--- config.mk ---
export PLATFORM = sky130hd
export DESIGN_NAME = lz77_core_arbiter
export DESIGN_NICKNAME = d
export VERILOG_FILES = /design/src/rtl/lz77_core_arbiter.sv
export SDC_FILE = /design/constraint.sdc
export NUM_CORES = 1
export LEC_CHECK = 0
export BUFFER_PORTS_ARGS = -buffer_cell sky130_fd_sc_hd__buf_2
export CAP_MARGIN = 20
export CORE_MARGIN = 3
export CORE_UTILIZATION = 53
export CTS_CLUSTER_DIAMETER = 30
export CTS_CLUSTER_SIZE = 10
export DETAILED_ROUTE_END_ITERATION = 7
export PLACE_DENSITY = 0.77
export SETUP_SLACK_MARGIN = 0.05
export SKIP_CTS_REPAIR_TIMING = 1
export SYNTH_ARGS = -nofsm -noshare
export SYNTH_HDL_FRONTEND = slang
export SYNTH_SLANG_ARGS = --single-unit
export TNS_END_PERCENT = 10
--- constraint.sdc ---
create_clock -name clk -period 2.8 [get_ports clk]
set_input_delay 0.28 -clock clk [delete_from_list [all_inputs] [get_ports clk]]
set_output_delay 0.28 -clock clk [all_outputs]
set_load 0.02 [all_outputs]
--- src/rtl/lz77_core_arbiter.sv ---
// Round-robin job arbiter that time-shares one LZ77 encoder core between two
// character streams: load a full string, run the core, forward its tuples, report.
module lz77_core_arbiter #(
  parameter int          STR_LEN  = 2048,
  parameter int          CNT_W    = 12,
  parameter int          TIMEOUT  = 65535,
  parameter logic [7:0]  PAD_CHAR = 8'h00
) (
  input  logic             clk,
  input  logic             reset,
  input  logic [1:0]       req,
  input  logic [7:0]       src_data0,
  input  logic [7:0]       src_data1,
  input  logic             src_valid0,
  input  logic             src_valid1,
  output logic             src_ready0,
  output logic             src_ready1,
  output logic             enc_reset,
  output logic [7:0]       enc_chardata,
  input  logic             enc_valid,
  input  logic             enc_finish,
  input  logic [3:0]       enc_offset,
  input  logic [2:0]       enc_match_len,
  input  logic [7:0]       enc_char_nxt,
  output logic             out_valid,
  output logic             out_id,
  output logic [3:0]       out_offset,
  output logic [2:0]       out_match_len,
  output logic [7:0]       out_char_nxt,
  output logic             busy,
  output logic             done,
  output logic             done_id,
  output logic             done_err,
  output logic [CNT_W-1:0] done_cnt
);

  localparam int TMO_W = $clog2(TIMEOUT + 1);

  localparam logic [1:0] S_IDLE = 2'd0;
  localparam logic [1:0] S_LOAD = 2'd1;
  localparam logic [1:0] S_RUN  = 2'd2;
  localparam logic [1:0] S_DONE = 2'd3;

  logic [1:0]       state;
  logic             gnt_id;
  logic             rr_ptr;
  logic             err;
  logic [CNT_W-1:0] load_cnt;
  logic [CNT_W-1:0] tuple_cnt;
  logic [TMO_W-1:0] tmo_cnt;

  logic             vld_p1;
  logic             id_p1;
  logic [3:0]       off_p1;
  logic [2:0]       len_p1;
  logic [7:0]       nxt_p1;

  logic             pick;
  logic             sel_valid;
  logic [7:0]       sel_data;
  logic             load_active;
  logic             run_active;
  logic             tuple_in;

  function automatic logic [CNT_W-1:0] sat_inc(input logic [CNT_W-1:0] v);
    return (&v) ? v : v + CNT_W'(1);
  endfunction

  // With both channels requesting, rr_ptr names the favoured channel
  assign pick        = (req == 2'b11) ? rr_ptr : req[1];
  assign sel_valid   = gnt_id ? src_valid1 : src_valid0;
  assign sel_data    = gnt_id ? src_data1  : src_data0;
  assign load_active = (state == S_LOAD);
  assign run_active  = (state == S_RUN);
  assign tuple_in    = run_active & enc_valid;

  assign src_ready0   = load_active & ~gnt_id;
  assign src_ready1   = load_active &  gnt_id;
  assign enc_chardata = load_active ? (sel_valid ? sel_data : PAD_CHAR) : 8'h00;

  assign busy     = (state != S_IDLE);
  assign done     = (state == S_DONE);
  assign done_id  = done & gnt_id;
  assign done_err = done & err;
  assign done_cnt = done ? tuple_cnt : '0;

  assign out_valid     = vld_p1;
  assign out_id        = id_p1;
  assign out_offset    = off_p1;
  assign out_match_len = len_p1;
  assign out_char_nxt  = nxt_p1;

  always_ff @(posedge clk) begin
    if (reset) begin
      state     <= S_IDLE;
      gnt_id    <= 1'b0;
      rr_ptr    <= 1'b0;
      err       <= 1'b0;
      load_cnt  <= '0;
      tuple_cnt <= '0;
      tmo_cnt   <= '0;
      enc_reset <= 1'b1;
      vld_p1    <= 1'b0;
      id_p1     <= 1'b0;
      off_p1    <= '0;
      len_p1    <= '0;
      nxt_p1    <= '0;
    end else begin
      // p1: core tuple captured one cycle after enc_valid
      vld_p1 <= tuple_in;
      if (tuple_in) begin
        id_p1     <= gnt_id;
        off_p1    <= enc_offset;
        len_p1    <= enc_match_len;
        nxt_p1    <= enc_char_nxt;
        tuple_cnt <= sat_inc(tuple_cnt);
      end

      case (state)
        S_IDLE: begin
          enc_reset <= 1'b1;
          if (|req) begin
            gnt_id    <= pick;
            state     <= S_LOAD;
            load_cnt  <= '0;
            tuple_cnt <= '0;
            err       <= 1'b0;
            enc_reset <= 1'b0;
          end
        end
        S_LOAD: begin
          if (!sel_valid) err <= 1'b1;
          load_cnt <= load_cnt + CNT_W'(1);
          if (load_cnt == CNT_W'(STR_LEN - 1)) begin
            state   <= S_RUN;
            tmo_cnt <= '0;
          end
        end
        S_RUN: begin
          if (enc_finish) begin
            state <= S_DONE;
          end else if (tmo_cnt == TMO_W'(TIMEOUT - 1)) begin
            err   <= 1'b1;
            state <= S_DONE;
          end else begin
            tmo_cnt <= tmo_cnt + TMO_W'(1);
          end
        end
        default: begin
          enc_reset <= 1'b1;
          rr_ptr    <= ~gnt_id;
          state     <= S_IDLE;
        end
      endcase
    end
  end

endmodule

Yosys cells after proc, flatten, opt, wreduce, memory -nomap -nowiden
Cells that the tools add are included.
{"block": "word_totals", "regBits": 63, "inputBits": 39, "output_inout_bits": 44}
{"block": "classes", "n_addsub": 3, "eq_ne": 13, "mux": 28, "bitwise_logic": 6, "reduce_logical": 14}
{"cell": "12-bit 2-to-1 mux", "count": 6}
{"cell": "16-bit 2-to-1 mux", "count": 3}
{"cell": "16-bit case mux with 2 select lines", "count": 1}
{"cell": "12-bit by 1-bit adder with 12-bit output (second input constant)", "count": 2}
{"cell": "8-bit 2-to-1 mux", "count": 3}
{"cell": "12-bit case mux with 2 select lines", "count": 1}
{"cell": "16-bit by 1-bit adder with 16-bit output (second input constant)", "count": 1}
{"cell": "16-bit == test (second input constant)", "count": 1}
{"cell": "12-bit by 11-bit == test with 1-bit output (second input constant)", "count": 1}
{"cell": "12-bit AND reduction", "count": 1}
{"cell": "2-bit 2-to-1 mux", "count": 4}
{"cell": "2-bit != test (second input constant)", "count": 4}
{"cell": "1-bit 2-to-1 mux", "count": 7}
{"cell": "2-bit == test (second input constant)", "count": 3}
{"cell": "2-bit case mux with 3 select lines", "count": 1}
{"cell": "2-bit nonzero test", "count": 3}
{"cell": "1-bit bitwise AND", "count": 5}
{"cell": "5-bit AND reduction", "count": 1}
{"cell": "2-bit by 1-bit != test with 1-bit output (second input constant)", "count": 2}
{"cell": "2-bit AND reduction", "count": 2}
{"cell": "4-bit AND reduction", "count": 1}
{"cell": "2-bit OR reduction", "count": 2}
{"cell": "3-bit by 2-bit != test with 1-bit output (second input constant)", "count": 1}
{"cell": "1-bit case mux with 3 select lines", "count": 1}
{"cell": "other kinds (7)", "count": 7}

Longest topological paths before layout
Gate-level depths: netlist of the first run.
{"block": "logic_depth", "ltp_word": 5, "mapped_depth": 9, "mapped_depth_nobuf": 7}

Worst setup path after synthesis of the first run
OpenSTA, ideal clock, no wires.
{"block": "synth_timing", "path_type": "reg2reg", "from": "reg state[1]", "to": "reg tmo_cnt[14]", "setup_time_ns": 0.129, "arrival_ns": 2.002, "path_slack_ns": 0.669, "stages_incl_launch_ff": 10, "path_buffers": 2, "cell_sequence": "dfxtp_1 -> inv_1 -> ha_1 -> clkbuf_1 -> nor2b_1 -> or3_1 -> o211ai_1 -> buf_2 -> nor4_1 -> mux2i_1"}
{"block": "synth_between", "elab_chain_len": 3}
{"item": "from (decl)", "line": "44", "text": "logic [1:0] state;"}
{"item": "from (signal assigned)", "line": "95", "text": "state <= S_IDLE;"}
{"item": "from (signal assigned)", "line": "124", "text": "state <= S_LOAD;"}
{"item": "from (signal assigned)", "line": "135", "text": "state <= S_RUN;"}
{"item": "2-bit == test or 2-bit by 1-bit == test with 1-bit output (tied branches)", "line": "119", "text": "case (state)"}
{"item": "2-bit != test (no source line) (tied with other cells)"}
{"item": "4-bit AND reduction (no source line)"}
{"item": "to (signal assigned)", "line": "146", "text": "tmo_cnt <= tmo_cnt + TMO_W'(1);"}
{"item": "to (decl)", "line": "50", "text": "logic [TMO_W-1:0] tmo_cnt;"}
Parallel ways exist; a longest one is shown, timed or not.
A chain may end at the register's enable or synchronous reset.

Final worst setup path of the first run
{"block": "layout_timing", "from": "reg state[1]", "to": "reg tmo_cnt[8]"}
The elaborated chain is that of the path after synthesis.

==> results of run 1 <==
-- per-stage QoR --
| stage | setup slack [ns] | hold WS [ns] | power, W |
|---|---|---|---|
| final | 0.4174 | 0.1623 | 0.002592 |
| after global routing | 0.2607 | 0.1541 | 0.002745 |
| after CTS | 0.4448 | 0.1537 | 0.002606 |
| after detailed placement | 0.4789 | 0.4448 | 0.001873 |
| after global placement | 0.5845 | 0.4391 | 0.001854 |
| after floorplan | 0.6686 | 0.4160 | 0.001629 |
-- path summary, 6_finish.rpt --
| path | from | to | slack, ns | depth (start not counted) |
|---|---|---|---|---|
| max | state[1] | tmo_cnt[8] | 0.42 | 8 |
| min reg2reg | out_offset[2] | out_offset[2] | 0.45 | 2 |
| max reg2reg | state[1] | tmo_cnt[8] | 0.42 | 8 |
| min | enc_offset[1] | out_offset[1] | 0.16 | 3 |
-- worst max-delay path, cell delays in order, from the launching register on --
cell and delay, ns:
dfxtp_1 0.34, inv_1 0.12, ha_1 0.36, nor2b_1 0.29, or3_1 0.20, o211ai_1 0.10
buf_4 0.21, or4_2 0.53, a21oi_1 0.16
-- where the power goes --
group	internal (W)	switching (W)	leakage (nW)
sequential	0.000972	0.0000575	0.509
clock	0.000366	0.000364	0.0873
combinational	0.000305	0.000528	0.886
-- registers in the layout, summed over array words and instances (netlist names), 2 cells and up --
signal         flops
tmo_cnt           16
load_cnt          12
tuple_cnt         12
out_char_nxt       8
out_offset         4
out_match_len      3
state              2
-- synthesized netlist by cell type (all sizes together) (3+ instances only) --
cell	n
a21oi	40
and2	16
buf	3
clkbuf	14
dfxtp	63
ha	9
inv	10
mux2i	13
nand2	57
nand2b	6
nand3	15
nand4	4
nor2	39
nor3	8
nor3b	3
nor4	5
o21ai	18
o31ai	8
or2	3
or3	14
or4	8
xnor2	9
xor2	3
-- final cells by class --
cell class	instances	area, sq um	area share [%]
sequential	63	1261	33.17
clock inverter	5	32.53	0.8555
multi-input combinational	302	1767	46.46
clock buffer	11	151.4	3.982
tap	72	90.09	2.369
timing repair buffer	89	462.9	12.18
inverter	10	37.54	0.9872
-- logic make-up after synthesis --
kind of cell / Yosys count / share of synthesized area (%)
AND/OR/NAND/NOR: 188 / 30.20
XOR/XNOR: 12 / 3.356
buffers and inverters: 27 / 3.316
AO/OA/AOI/OAI: 79 / 14.74
multiplexers: 14 / 4.514
flip-flops: 63 / 40.27
adder cells (fa/ha/maj): 9 / 3.596
-- metal layers --
layer	global-route usage, %	vias up	share of wire, %
met5	0	-	0
li1	-	1540	-
met3	7.937	11	6.2
met2	35.20	86	47
met1	26.70	1364	45
met4	7.281	0	1.8
==> flow_summary.toml, run 1 <==
[run_status]
status = "finished, final reports clean"

[final_layout]
fin_nets = 523
stdcell_area_sq_mm = 0.003802
nFillCells = 479
drive_gt1_share_pct = 24.17
final_util_pct = 67.80
syn_to_final_growth_pct = 21.41
layout_common_cells = "buf_2, dfxtp_1, nand2_1, a21oi_1, nor2_1"
diodes = 0
layout.cells.non_filler = 552
layout_commonest_cell = "buf_2"

[critical_path]
cp.arrival_ns = 2.66
critical_path.max_fanout = 15
required_ns = 3.07
cp-end-kind = "register"
critPathLaunchType = "register"
criticalPathCategory = "register to register"

[sta]
fmaxAchievable_mhz = 419.7
slew_headroom_pct = 54.00
worst_pin_slew_ns = 0.6886
setup-tns-final_ns = 0
period_needed_ns = 2.383
finalSetupViolCount = 0
hold_viol_final = 0
post-route-period-util_pct = 85.09
rsz0062_at_grt = "false"
fin_skew_ns = 0.005806
drv_slew = 0

[clock_network]
htree_levels = 3
clk_latency_ns = 0.35
cts-buffers-inserted = 9
clk_pin_slew_ns = 0.07
clk_path_buf_depth = 2
cts_tree = "done"
cts_root_buf = "clkbuf_8"
clock_sinks = 63

[synthesis]
synth_top_cells_by_area = "dfxtp_1, nand2_1, a21oi_1, nor2_1, mux2i_1"
syn_nets = 440
synth-seq-cells = 63
synth_async_sr_flop_share_pct = 0
syn_avg_cell_area_sq_um = 7.989
syn-cell-area_sq_mm = 0.003132
syn_inst = 392
netlist.area_leader.share_pct = 40.27
synth_cell_types = 45
yosysTopAreaCell = "dfxtp_1"
yosys_warnings = 0
synth_flop_cell = "dfxtp_1"
synth-seq-area-share_pct = 40.27
synth_edf_count = 0

[global_route]
grt_util_all_layers_pct = 21.74
first_global_vias = 2842
grt.overflow.total = 0
grt_max_degree = 32
antenna_found_initial = 0
grt_pass1_wl_um = 12630

[floorplanning]
initial_core_util_pct = 55.85
die_w_um = 82.87
die_area_sq_mm = 0.006867
row_count = 27
die_h_um = 82.87
fp.coreArea_sq_mm = 0.005608
ios = 83

[run]
drv_cap = 0

[place]
dpl_cell_area_sq_mm = 0.003618
place_inst = 536
io_buffers = 82
dp_hpwl_um = 5228
place.gp.congestion = 0.7671

[routing]
drt-total-wl_um = 7220
drc = 0
initialDrtViolationCount = 195
dr.pass1.iters = 4
route.detailed.wl_per_inst_um = 13.08
ant_nets = 0
viasPerCell = 5.437
dr_total_vias = 3001

[pwr]
power_leakage_nw = 1.483
ir_worst_vdd_uv = 441.7
power_density_mw_per_mm2 = 681.8

[hold_path]
hp-class = "primary input to register"
No activity file was read; power rests on OpenSTA's default activity.
==> run 2: changes to the inputs <==
RECOVER_POWER = 50   (was default)
REMOVE_ABC_BUFFERS = 1   (was default)
==> run 2 against run 1 <==
  * Via count decreased by 0.93%
  * Clock power decreased by 8.1%
  * Critical endpoint is now tmo_cnt[11]
  * Clock skew increased by 0.0024 ns
  * Sequential power about the same
  * Die area unchanged
  * Fmax decreased by 1.1%
  * Worst hold slack improved by 0.0024 ns
  * Highest routed layer unchanged
  * Largest power group unchanged
  * Non-clock buffer count decreased by 1
  * Final cell count decreased by 0.18%
  * Setup slack got worse by 0.027 ns
  * Global-route usage about the same
  * Largest cell class unchanged
==> flow_summary.toml, run 2 (synthesis gave the netlist of run 1 again) <==
[clock_network]
clock_sinks = 63
cts_root_buf = "clkbuf_8"
cts-buffers-inserted = 9
cts_tree = "done"
clk_path_buf_depth = 2
clk_latency_ns = 0.34
clk_pin_slew_ns = 0.07
htree_levels = 3

[critical_path]
required_ns = 3.07
critical_path.max_fanout = 12
crit_chain = "inv_1, ha_1, nor2b_1, or3_1, o2111ai_1, o21ai_0, a21oi_1"
cp-end-kind = "register"
critPathLaunchType = "register"
max_stage_delay_ns = 0.57
critPathBufInv = 1
crit_family = "compound AO/OA/AOI/OAI gates"
criticalPathCategory = "register to register"
cp.arrival_ns = 2.68
slowest_stage = "o2111ai_1"

[sta]
rsz0062_at_grt = "false"
hold_viol_final = 0
fmaxAchievable_mhz = 415.0
period_needed_ns = 2.409
drv_slew = 0
finalSetupViolCount = 0
post-route-period-util_pct = 86.05
slew_headroom_pct = 33.69
fin_skew_ns = 0.008170
worst_pin_slew_ns = 0.9946
setup-tns-final_ns = 0

[final_layout]
layout_commonest_cell = "dfxtp_1"
fin_nets = 522
top_register = "tmo_cnt"
layout_common_cells = "dfxtp_1, nand2_1, buf_2, a21oi_1, nor2_1"
seq_area_sq_mm = 0.001261
drive_gt1_share_pct = 17.54
largest_reg_flops = 16
stdcell_area_sq_mm = 0.003736
largest_registers = "tmo_cnt (16), load_cnt (12), tuple_cnt (12)"
diodes = 0
syn_to_final_growth_pct = 19.30
multi_input_area_sq_mm = 0.001767
nFillCells = 540

[floorplanning]
ios = 83
fp.coreArea_sq_mm = 0.005608
die_w_um = 82.87
initial_core_util_pct = 55.85
die_area_sq_mm = 0.006867
die_h_um = 82.87
row_count = 27

[routing]
drc = 0
ant_nets = 0
initialDrtViolationCount = 151
route.detailed.wl_per_inst_um = 13.35
drt-total-wl_um = 7357
dr_total_vias = 2973
viasPerCell = 5.396
dr.pass1.iters = 4

[global_route]
grt.overflow.total = 0
antenna_found_initial = 0
grt_util_met3_pct = 6.250
grt_util_all_layers_pct = 21.75
grt.busiest_layer = "met2"
first_global_vias = 2831
grt_use_met1_pct = 25.59
grt_max_degree = 32
grt_pass1_wl_um = 12520
grt_use_met2_pct = 36.52

[pwr]
ir_worst_vdd_uv = 387.0
power_w = 0.002511
power_density_mw_per_mm2 = 672.2
power_leakage_nw = 1.355

[place]
place.gp.congestion = 0.8194
dp_hpwl_um = 5373
dpl_cell_area_sq_mm = 0.003611
io_buffers = 82

[hold_path]
hp-class = "primary input to register"

[run]
drv_cap = 0

[run_status]
status = "finished, final reports clean"
## run 2: cell count changes in the layout (fill, tap and decap cells not counted)
| cell | change |
|---|---|
| clkbuf_1 | +31 |
| clkbuf_8 | -2 |
| clkinvlp_4 | -3 |
| buf_4 | -2 |
| clkinv_2 | +2 |
| clkinv_4 | +2 |
| buf_2 | -29 |
## run 2: routing by layer
| layer | routed length (um) | up-vias | part of all wire, % |
|---|---|---|---|
| met5 | 0 | - | 0 |
| met4 | 137 | 0 | 1.9 |
| met3 | 389 | 12 | 5.3 |
| met2 | 3594 | 65 | 49 |
| met1 | 3235 | 1365 | 44 |
| li1 | - | 1531 | - |
## run 2: worst paths after layout
kind,start,end,slack (ns),depth (start not counted)
worst max register to register,state[1],tmo_cnt[11],0.39,7
worst max-delay path,state[1],tmo_cnt[11],0.39,7
worst min-delay path,enc_char_nxt[6],out_char_nxt[6],0.16,3
worst min register to register,out_match_len[0],out_match_len[0],0.45,2
## run 2: cell type report
cell class,instances,share of cell area (%)
flip-flops and latches,63,33.76
clock inverters,6,1.005
well taps,72,2.411
inverters,10,1.005
repair buffers,88,11.12
multi-input cells,302,47.29
clock buffers,10,3.416
## run 2: worst min-delay path: cells and delay by family
kind,cells,cell delay [ns]
buffers and inverters,1,0.09
AND/OR/NAND/NOR,1,0.04
AO/OA/AOI/OAI,1,0.05
## run 2: per-stage QoR
step	utilization, %	setup WS (ns)	instances	hold WS (ns)
3_5_place_dp	64.39	0.4466	535	0.4434
5_1_grt	66.62	0.1785	551	0.1578
3_3_place_gp	64.39	0.5225	535	0.4390
2_1_floorplan	-	0.6047	375	0.3491
4_1_cts	67.34	0.4157	551	0.1539
6_report	66.62	0.3906	551	0.1647
## run 2: power breakdown
part           switching, W  internal, W  total, W
Clock              0.000353     0.000317  0.000671
Sequential        0.0000558     0.000972   0.00103
Combinational      0.000524     0.000289  0.000813
